==> src/rtl/dut_host.sv <==
// Host sequencer for the cipher core: reset core, load message, pulse req, wait for ack, stream results out.
// Source and sink stall on valid/ready; one byte per 2 cycles readback; define DUT_HOST_TIMEOUT_EN for a WAIT watchdog.
module dut_host #(
    parameter int LOAD_BASE = 0,
    parameter int LOAD_LEN  = 64,
    parameter int RES_BASE  = 64,
    parameter int RES_LEN   = 64,
    parameter int TIMEOUT   = 4095
) (
    input  logic       clk,
    input  logic       init,
    input  logic       start,
    input  logic       src_valid,
    input  logic [7:0] src_data,
    output logic       src_ready,
    output logic       dut_init,
    output logic       dut_req,
    input  logic       dut_ack,
    output logic       mem_wen,
    output logic [7:0] mem_addr,
    output logic [7:0] mem_wdata,
    input  logic [7:0] mem_rdata,
    output logic       res_valid,
    output logic [7:0] res_data,
    input  logic       res_ready,
    output logic       busy,
    output logic       done,
    output logic       timeout
);

    typedef enum logic [3:0] {
        S_IDLE, S_RST, S_LOAD, S_REQ, S_WAIT, S_RD_ADDR, S_RD_DATA, S_FIN, S_ERR
    } state_t;

    localparam logic [8:0] LOAD_LAST = 9'(LOAD_LEN - 1);
    localparam logic [8:0] RES_LAST  = 9'(RES_LEN - 1);
    localparam logic [7:0] LOAD_OFS  = 8'(LOAD_BASE);
    localparam logic [7:0] RES_OFS   = 8'(RES_BASE);

    state_t     state;
    state_t     state_nxt;
    logic [8:0] idx;
    logic [1:0] rst_cnt;
    logic       wr_en;
    logic [7:0] wr_addr;
    logic [7:0] wr_data;
    logic       req_q;
    logic       hold_vld;
    logic [7:0] hold_dat;
    logic       load_fire;

    assign load_fire = (state == S_LOAD) && src_valid;

`ifdef DUT_HOST_TIMEOUT_EN
    logic [11:0] wait_cnt;
    logic        timeout_q;
    logic        wait_expired;

    assign wait_expired = (wait_cnt == 12'(TIMEOUT - 1));

    always_ff @(posedge clk) begin
        if (init) begin
            wait_cnt  <= '0;
            timeout_q <= 1'b0;
        end else begin
            if (state == S_REQ)
                wait_cnt <= '0;
            else if (state == S_WAIT && !dut_ack)
                wait_cnt <= wait_cnt + 12'd1;
            if (state == S_IDLE && start)
                timeout_q <= 1'b0;
            else if (state_nxt == S_ERR)
                timeout_q <= 1'b1;
        end
    end

    assign timeout = timeout_q && !init;
`else
    logic wait_expired;
    assign wait_expired = 1'b0;
    assign timeout      = 1'b0;
`endif

    always_ff @(posedge clk) begin
        if (init)
            state <= S_IDLE;
        else
            state <= state_nxt;
    end

    always_comb begin
        state_nxt = state;
        case (state)
            S_IDLE:    if (start) state_nxt = S_RST;
            S_RST:     if (rst_cnt == 2'd1) state_nxt = S_LOAD;
            S_LOAD:    if (load_fire && idx == LOAD_LAST) state_nxt = S_REQ;
            S_REQ:     state_nxt = S_WAIT;
            S_WAIT: begin
                if (dut_ack)
                    state_nxt = S_RD_ADDR;
                else if (wait_expired)
                    state_nxt = S_ERR;
            end
            S_RD_ADDR: state_nxt = S_RD_DATA;
            S_RD_DATA: if (res_ready) state_nxt = (idx == RES_LAST) ? S_FIN : S_RD_ADDR;
            S_FIN:     state_nxt = S_IDLE;
            S_ERR:     state_nxt = S_IDLE;
            default:   state_nxt = S_IDLE;
        endcase
    end

    // Load writes are registered so no output depends combinationally on src_valid.
    always_ff @(posedge clk) begin
        if (init) begin
            idx      <= '0;
            rst_cnt  <= '0;
            wr_en    <= 1'b0;
            wr_addr  <= '0;
            wr_data  <= '0;
            req_q    <= 1'b0;
            hold_vld <= 1'b0;
            hold_dat <= '0;
        end else begin
            wr_en <= load_fire;
            if (load_fire) begin
                wr_addr <= LOAD_OFS + idx[7:0];
                wr_data <= src_data;
            end
            req_q <= (state == S_REQ);
            case (state)
                S_IDLE: begin
                    idx     <= '0;
                    rst_cnt <= '0;
                end
                S_RST:  rst_cnt <= rst_cnt + 2'd1;
                S_LOAD: begin
                    if (load_fire)
                        idx <= (idx == LOAD_LAST) ? 9'd0 : idx + 9'd1;
                end
                S_RD_DATA: begin
                    if (!hold_vld) begin
                        hold_vld <= 1'b1;
                        hold_dat <= mem_rdata;
                    end
                    if (res_ready) begin
                        hold_vld <= 1'b0;
                        if (idx != RES_LAST)
                            idx <= idx + 9'd1;
                    end
                end
                default: ;
            endcase
        end
    end

    // First RD_DATA cycle shows the fresh read; later cycles show the captured copy.
    always_comb begin
        src_ready = 1'b0;
        dut_init  = init;
        dut_req   = 1'b0;
        mem_wen   = 1'b0;
        mem_addr  = '0;
        mem_wdata = '0;
        res_valid = 1'b0;
        res_data  = '0;
        busy      = 1'b0;
        done      = 1'b0;
        if (!init) begin
            busy      = (state != S_IDLE);
            src_ready = (state == S_LOAD);
            dut_init  = (state == S_RST) || (state == S_ERR);
            dut_req   = req_q;
            done      = (state == S_FIN);
            if (wr_en) begin
                mem_wen   = 1'b1;
                mem_addr  = wr_addr;
                mem_wdata = wr_data;
            end else if (state == S_RD_ADDR || state == S_RD_DATA) begin
                mem_addr = RES_OFS + idx[7:0];
            end
            if (state == S_RD_DATA) begin
                res_valid = 1'b1;
                res_data  = hold_vld ? hold_dat : mem_rdata;
            end
        end
    end

endmodule

==> config.mk <==
export PLATFORM = sky130hd
export DESIGN_NAME = dut_host
export DESIGN_NICKNAME = d
export VERILOG_FILES = /design/src/rtl/dut_host.sv
export SDC_FILE = /design/constraint.sdc
export NUM_CORES = 1
export LEC_CHECK = 0
export ABC_AREA = 1
export BUFFER_PORTS_ARGS = -buffer_cell sky130_fd_sc_hd__buf_2
export CORE_AREA = 2 2 68 70
export CTS_CLUSTER_SIZE = 40
export DETAILED_ROUTE_END_ITERATION = 8
export DIE_AREA = 0 0 70 72
export GPL_ROUTABILITY_DRIVEN = 0
export PLACE_DENSITY_LB_ADDON = 0.3
export SLEW_MARGIN = 20
export SYNTH_ARGS = -nofsm -noshare
export SYNTH_HDL_FRONTEND = slang
export SYNTH_SLANG_ARGS = --single-unit
export TNS_END_PERCENT = 10
==> constraint.sdc <==
create_clock -name clk -period 1.6 [get_ports clk]
set_input_delay 0.08 -clock clk [delete_from_list [all_inputs] [get_ports clk]]
set_output_delay 0.08 -clock clk [all_outputs]
set_load 0.03 [all_outputs]
---- After elaboration in Yosys (flattened, before gate mapping) ----
Cells that the tools add are included.
Widths: inputs -> output; s select.
operators by class
  $add $sub $neg .......................... 3
  eq/ne operators ......................... 18
  muxes and demuxes ....................... 31
  reduce and logical (&&, ||, !) cells .... 10
operators by type and width
  operator             count
  $mux 8               8
  $mux 9               4
  $pmux 4 s7           1
  $pmux 9 s3           1
  $mux 4               5
  $eq 4x3->1 const B   4
  $ne 2x2->1 const B   6
  $mux 1               10
  $add 9x1->9 const B  1
  $eq 9x6->1 const B   1
  $ne 9x6->1 const B   1
  $add 7x8->8 const A  1
  $eq 4x2->1 const B   2
  $reduce_and 5->1     1
  $eq 4x1->1 const B   1
  $eq 4x4->1 const B   1
  $logic_not 4->1      1
  $pmux 2 s2           1
  $reduce_and 4->1     1
  $reduce_bool 4->1    1
  $reduce_bool 3->1    1
  $add 2x1->2 const B  1
  $eq 2x1->1 const B   1
  $logic_and 1x1->1    2
  other kinds (4)      5
word-level totals
  bits in registers ....................... 42
  output and inout port bits .............. 32
  logic and storage cells ................. 71

---- Longest topological paths before layout ----
  depth after elaboration ................. 5
  gate-level depth with buffers ........... 11
  gate-level depth less buffers ........... 11

---- Least setup slack after synthesis ----
OpenSTA, ideal clock, no wires.
  path type ............................... flip-flop to output port
  start point ............................. register wr_en
  end point ............................... output mem_addr[5]
  data arrival time ....................... 2048 ps
  data required time ...................... 1520 ps
  setup slack ............................. -528 ps
  stages on the path, launching flop included .. 6
  cells stage by stage .................... dfxtp_1 -> clkinv_1 -> nor2_1 -> inv_1 -> clkbuf_1 -> o21ai_0
on the way
  longest elaborated chain between the ends .. 2
RTL lines
  what                    RTL line  text
  start, declared         44        logic wr_en;
  start signal, assigned  124       wr_en <= load_fire;
  $mux 8                  174       if (wr_en) begin
  $mux 8                  168       if (!init) begin
  end, declared           20        output logic [7:0] mem_addr,
No other way between the ends.

---- Worst setup path in the final report ----
  start point ............................. register state[1]
  end point ............................... output mem_addr[5]
on the way
  longest elaborated chain between the ends .. 5
  elaborated cells between the ends (all ways) .. 6
  classes of those cells .................. eq/ne (2); mux (3); reduce/logical (1)
RTL lines
  what                    RTL line  text
  start, declared         40        state_t state;
  start signal, assigned  88        state <= state_nxt;
  $eq 4x3->1              178       end else if (state == S_RD_ADDR || state == S_RD_DATA) begin
  $logic_or 1x1->1 (*)    178
  $mux 8 (*)              178
  $mux 8 (*)              174
  $mux 8 (*)              168
Every way passes the cells marked *; elsewhere a longest branch is shown, timed or not.

==> insert_results.sql <==
INSERT INTO impl_metrics (metric_group, metric, value, unit) VALUES
('power_and_ir_drop', 'vdd_ir_drop_max', '0.940', 'mV'),
('synth', 'synthSimpleGateAreaFrac', '28.3', '%'),
('synth', 'synth_xor_area_share', '0.801', '%'),
('clocking', 'number_of_sinks_handled_by_clock_tree_synthesis', '41', ''),
('final_layout', 'synthToLayoutAreaGrowth', '32.9', '%'),
('final_layout', 'antenna_cells', '0', ''),
('drt', 'drt-total-wl', '5.68', 'mm'),
('power_and_ir_drop', 'power.leakage', '1.32', 'nW'),
('synth', 'netlist.area_leader.share', '37.5', '%'),
('global_route', 'grt_start_max_net_pins', '30', ''),
('synth', 'main_combinational_cell_family_by_area_after_synthesis', 'simple AND/OR/NAND/NOR gates', ''),
('worst_setup_path', 'worst_path_slowest_cell', 'sky130_fd_sc_hd__dfxtp_2', ''),
('synth', 'yosys-top-cells-area', 'sky130_fd_sc_hd__dfxtp_1, sky130_fd_sc_hd__nand2_1, sky130_fd_sc_hd__nor2_1', ''),
('die', 'std_cell_rows', '24', ''),
('synth', 'ys_types', '30', ''),
('clocking', 'post_cts_hold_buffer_count', '0', ''),
('timing', 'min_period_over_period', '98.6', '%'),
('timing', 'timing_hold_violations_final', '0', ''),
('worst_setup_path', 'worst_reg_to_reg_setup_slack', '0.05', 'ns'),
('final_layout', 'layout_cell_share_with_drive_strength_beyond_1', '32.4', '%'),
('clocking', 'cts_max_path_buffers', '2', ''),
('timing', 'max_freq', '634', 'MHz'),
('final_layout', 'layout.cells.most_common', 'sky130_fd_sc_hd__nand2_1', ''),
('worst_setup_path', 'cp_cell_sequence', 'inv_4 -> nand2_2 -> o21ai_4 -> buf_6 -> nand4_1 -> o21ai_1 -> buf_4', ''),
('synth', 'synth_fa_ha_area_share', '2.29', '%'),
('die', 'core_box_area', '0.00426', 'mm2'),
('die', 'die-area', '0.00504', 'mm2'),
('die', 'die_x', '70', 'um'),
('worst_setup_path', 'worst_setup_path_start_kind', 'register', ''),
('timing', 'period_minus_slack', '1.58', 'ns'),
('worst_setup_path', 'required', '1.52', 'ns'),
('synth', 'yosysSeqAreaShare', '37.5', '%'),
('synth', 'synth_compound_area_share', '16.8', '%'),
('run_status', 'run_status', 'complete, no violations', ''),
('timing', 'grt_setup_unrepaired', 'true', ''),
('worst_setup_path', 'worst-path-max-fanout', '8', ''),
('drt', 'detail_route.wl_per_cell', '13.0', 'um'),
('timing', 'timing.final.setup_violations', '0', ''),
('worst_setup_path', 'r2r_end', 'idx[1]', ''),
('final_layout', 'fin_util', '68.2', '%'),
('placed_design', 'portBuffers', '52', ''),
('global_route', 'global_route.overflow_total', '0', ''),
('worst_setup_path', 'startpoint', 'state[1]', ''),
('worst_setup_path', 'crit_path_end_kind', 'output pin', ''),
('synth', 'mappedNetlistNets', '338', ''),
('die', 'die_height', '72', 'um'),
('timing', 'finalClockSkew', '0.00345', 'ns'),
('synth', 'syn_area', '0.00219', 'mm2'),
('clocking', 'tritoncts_clock_tree', 'done', ''),
('worst_setup_path', 'timing.setup.critical_path_class', 'register to output pin', ''),
('power_and_ir_drop', 'cellPowerDensity', '1360', 'mW/mm2'),
('power_and_ir_drop', 'total_power', '3.96', 'mW'),
('drt', 'route.antenna.remaining_nets', '0', ''),
('global_route', 'antenna_found_initial', '0', ''),
('run', 'max-cap-violations', '0', ''),
('global_route', 'grt_use_total', '22.5', '%'),
('drt', 'remaining_drc_errors', '0', ''),
('synth', 'avgSynthCellArea', '7.01', 'um2'),
('drt', 'firstDrtPassIters', '4', ''),
('global_route', 'grt_pass1_wl', '9.16', 'mm'),
('worst_setup_path', 'critical_path_end', 'mem_addr[5]', ''),
('timing', 'number_of_max_slew_violations_in_the_final_report', '0', ''),
('synth', 'yosys_register_bits', '41', ''),
('worst_setup_path', 'worst_ep_arrival_time', '1.50', 'ns'),
('clocking', 'clock_pin_slew_worst_setup_and_hold_paths', '0.07', 'ns'),
('worst_setup_path', 'worst_r2r_startpoint', 'state[0]', ''),
('drt', 'num_vias', '2285', ''),
('clocking', 'cts_made_buffers', '5', ''),
('clocking', 'clock_root_buffer', 'sky130_fd_sc_hd__clkbuf_8', ''),
('synth', 'synth.area.mux_share', '3.66', '%'),
('final_layout', 'fin_nets', '412', '');
routing by layer:
layer	up-vias	global-route usage (%)	wire length (um)
li1	1155	-	-
met1	1034	26.6	2390
met2	79	38.8	2810
met3	17	5.28	327
met4	0	10.9	147
met5	-	0	0
how the worst min path moves through the flow:
stage	start	slack (ns)	cells after the start	end
finish	src_data[6]	0.06	3	wr_data[6]
global route	src_data[5]	0.08	3	wr_data[5]
CTS	src_data[6]	0.06	3	wr_data[6]
detailed placement	src_data[6]	0.37	3	wr_data[6]
global placement	src_data[5]	0.36	3	wr_data[5]
floorplan	init	0.20	1	mem_wen
cell families (layout without fill, tap and decap cells):
| family | Yosys count | count (layout) |
|---|---|---|
| XOR/XNOR | 2 | 2 |
| AO/OA/AOI/OAI | 67 | 67 |
| other | 1 | 1 |
| buffers and inverters | 58 | 131 |
| multiplexers | 8 | 8 |
| flip-flops | 41 | 41 |
| AND/OR/NAND/NOR | 131 | 132 |
| adder cells (fa/ha/maj) | 4 | 4 |
power breakdown:
part           internal, mW  switching, mW  total [mW]
sequential             1.22          0.123        1.34
combinational         0.657           1.15        1.81
clock                 0.453          0.353       0.806
through the flow:
step	setup TNS (ns)	cell area, um2	hold slack (ns)	worst slack [ns]	instances
after floorplan	-1.35	2200	0.203	-0.156	312
after global placement	0	2630	0.359	0.109	423
after detailed placement	0	2630	0.366	0.0759	423
after CTS	0	2810	0.0588	0.00239	434
after global routing	-0.410	2910	0.0760	-0.0632	438
final	0	2910	0.0603	0.0226	438
cell type report:
class                      instances  area, um2  area share [%]
clock buffer                       5       68.8            2.37
clock inverter                     2       35.0            1.21
inverter                          44        171            5.90
multi-input combinational        214       1200            41.5
sequential                        41        828            28.5
tap                               52       65.1            2.24
timing repair buffer              80        533            18.3
sequential cells by signal (all words and copies together), names as in the netlist:
name,flops
req_q,1
wr_data,8
hold_dat,8
rst_cnt,2
state,3
wr_en,1
wr_addr,8
idx,9
hold_vld,1
cells in the mapped netlist (all sizes together):
library cell / count
dfxtp: 41
nor2: 51
buf: 7
nand2: 54
mux2i: 8
a21oi: 29
nand3b: 2
clkinv: 1
nand3: 13
o21ai: 29
conb: 1
o22ai: 1
a31o: 8
xor2: 1
inv: 43
nor3: 2
clkbuf: 7
xnor2: 1
ha: 4
nand4: 9
critical path, delay by kind of cell (launching register included):
| kind | cells | cell delay [ns] |
|---|---|---|
| DFF | 1 | 0.34 |
| buffers and inverters | 3 | 0.42 |
| AOI/OAI and AO/OA | 2 | 0.28 |
| and+or+nand+nor | 2 | 0.16 |
what timing repair did:
item / 4_1_cts / 5_1_grt
pin swaps: 1 / 4
buffers inserted: 4 / 4
cloned: 0 / 1
endpoints found under the setup margin: 16 / 44
resized for setup: 16 / 20
Note: power is estimated with default switching activity, not from simulation.
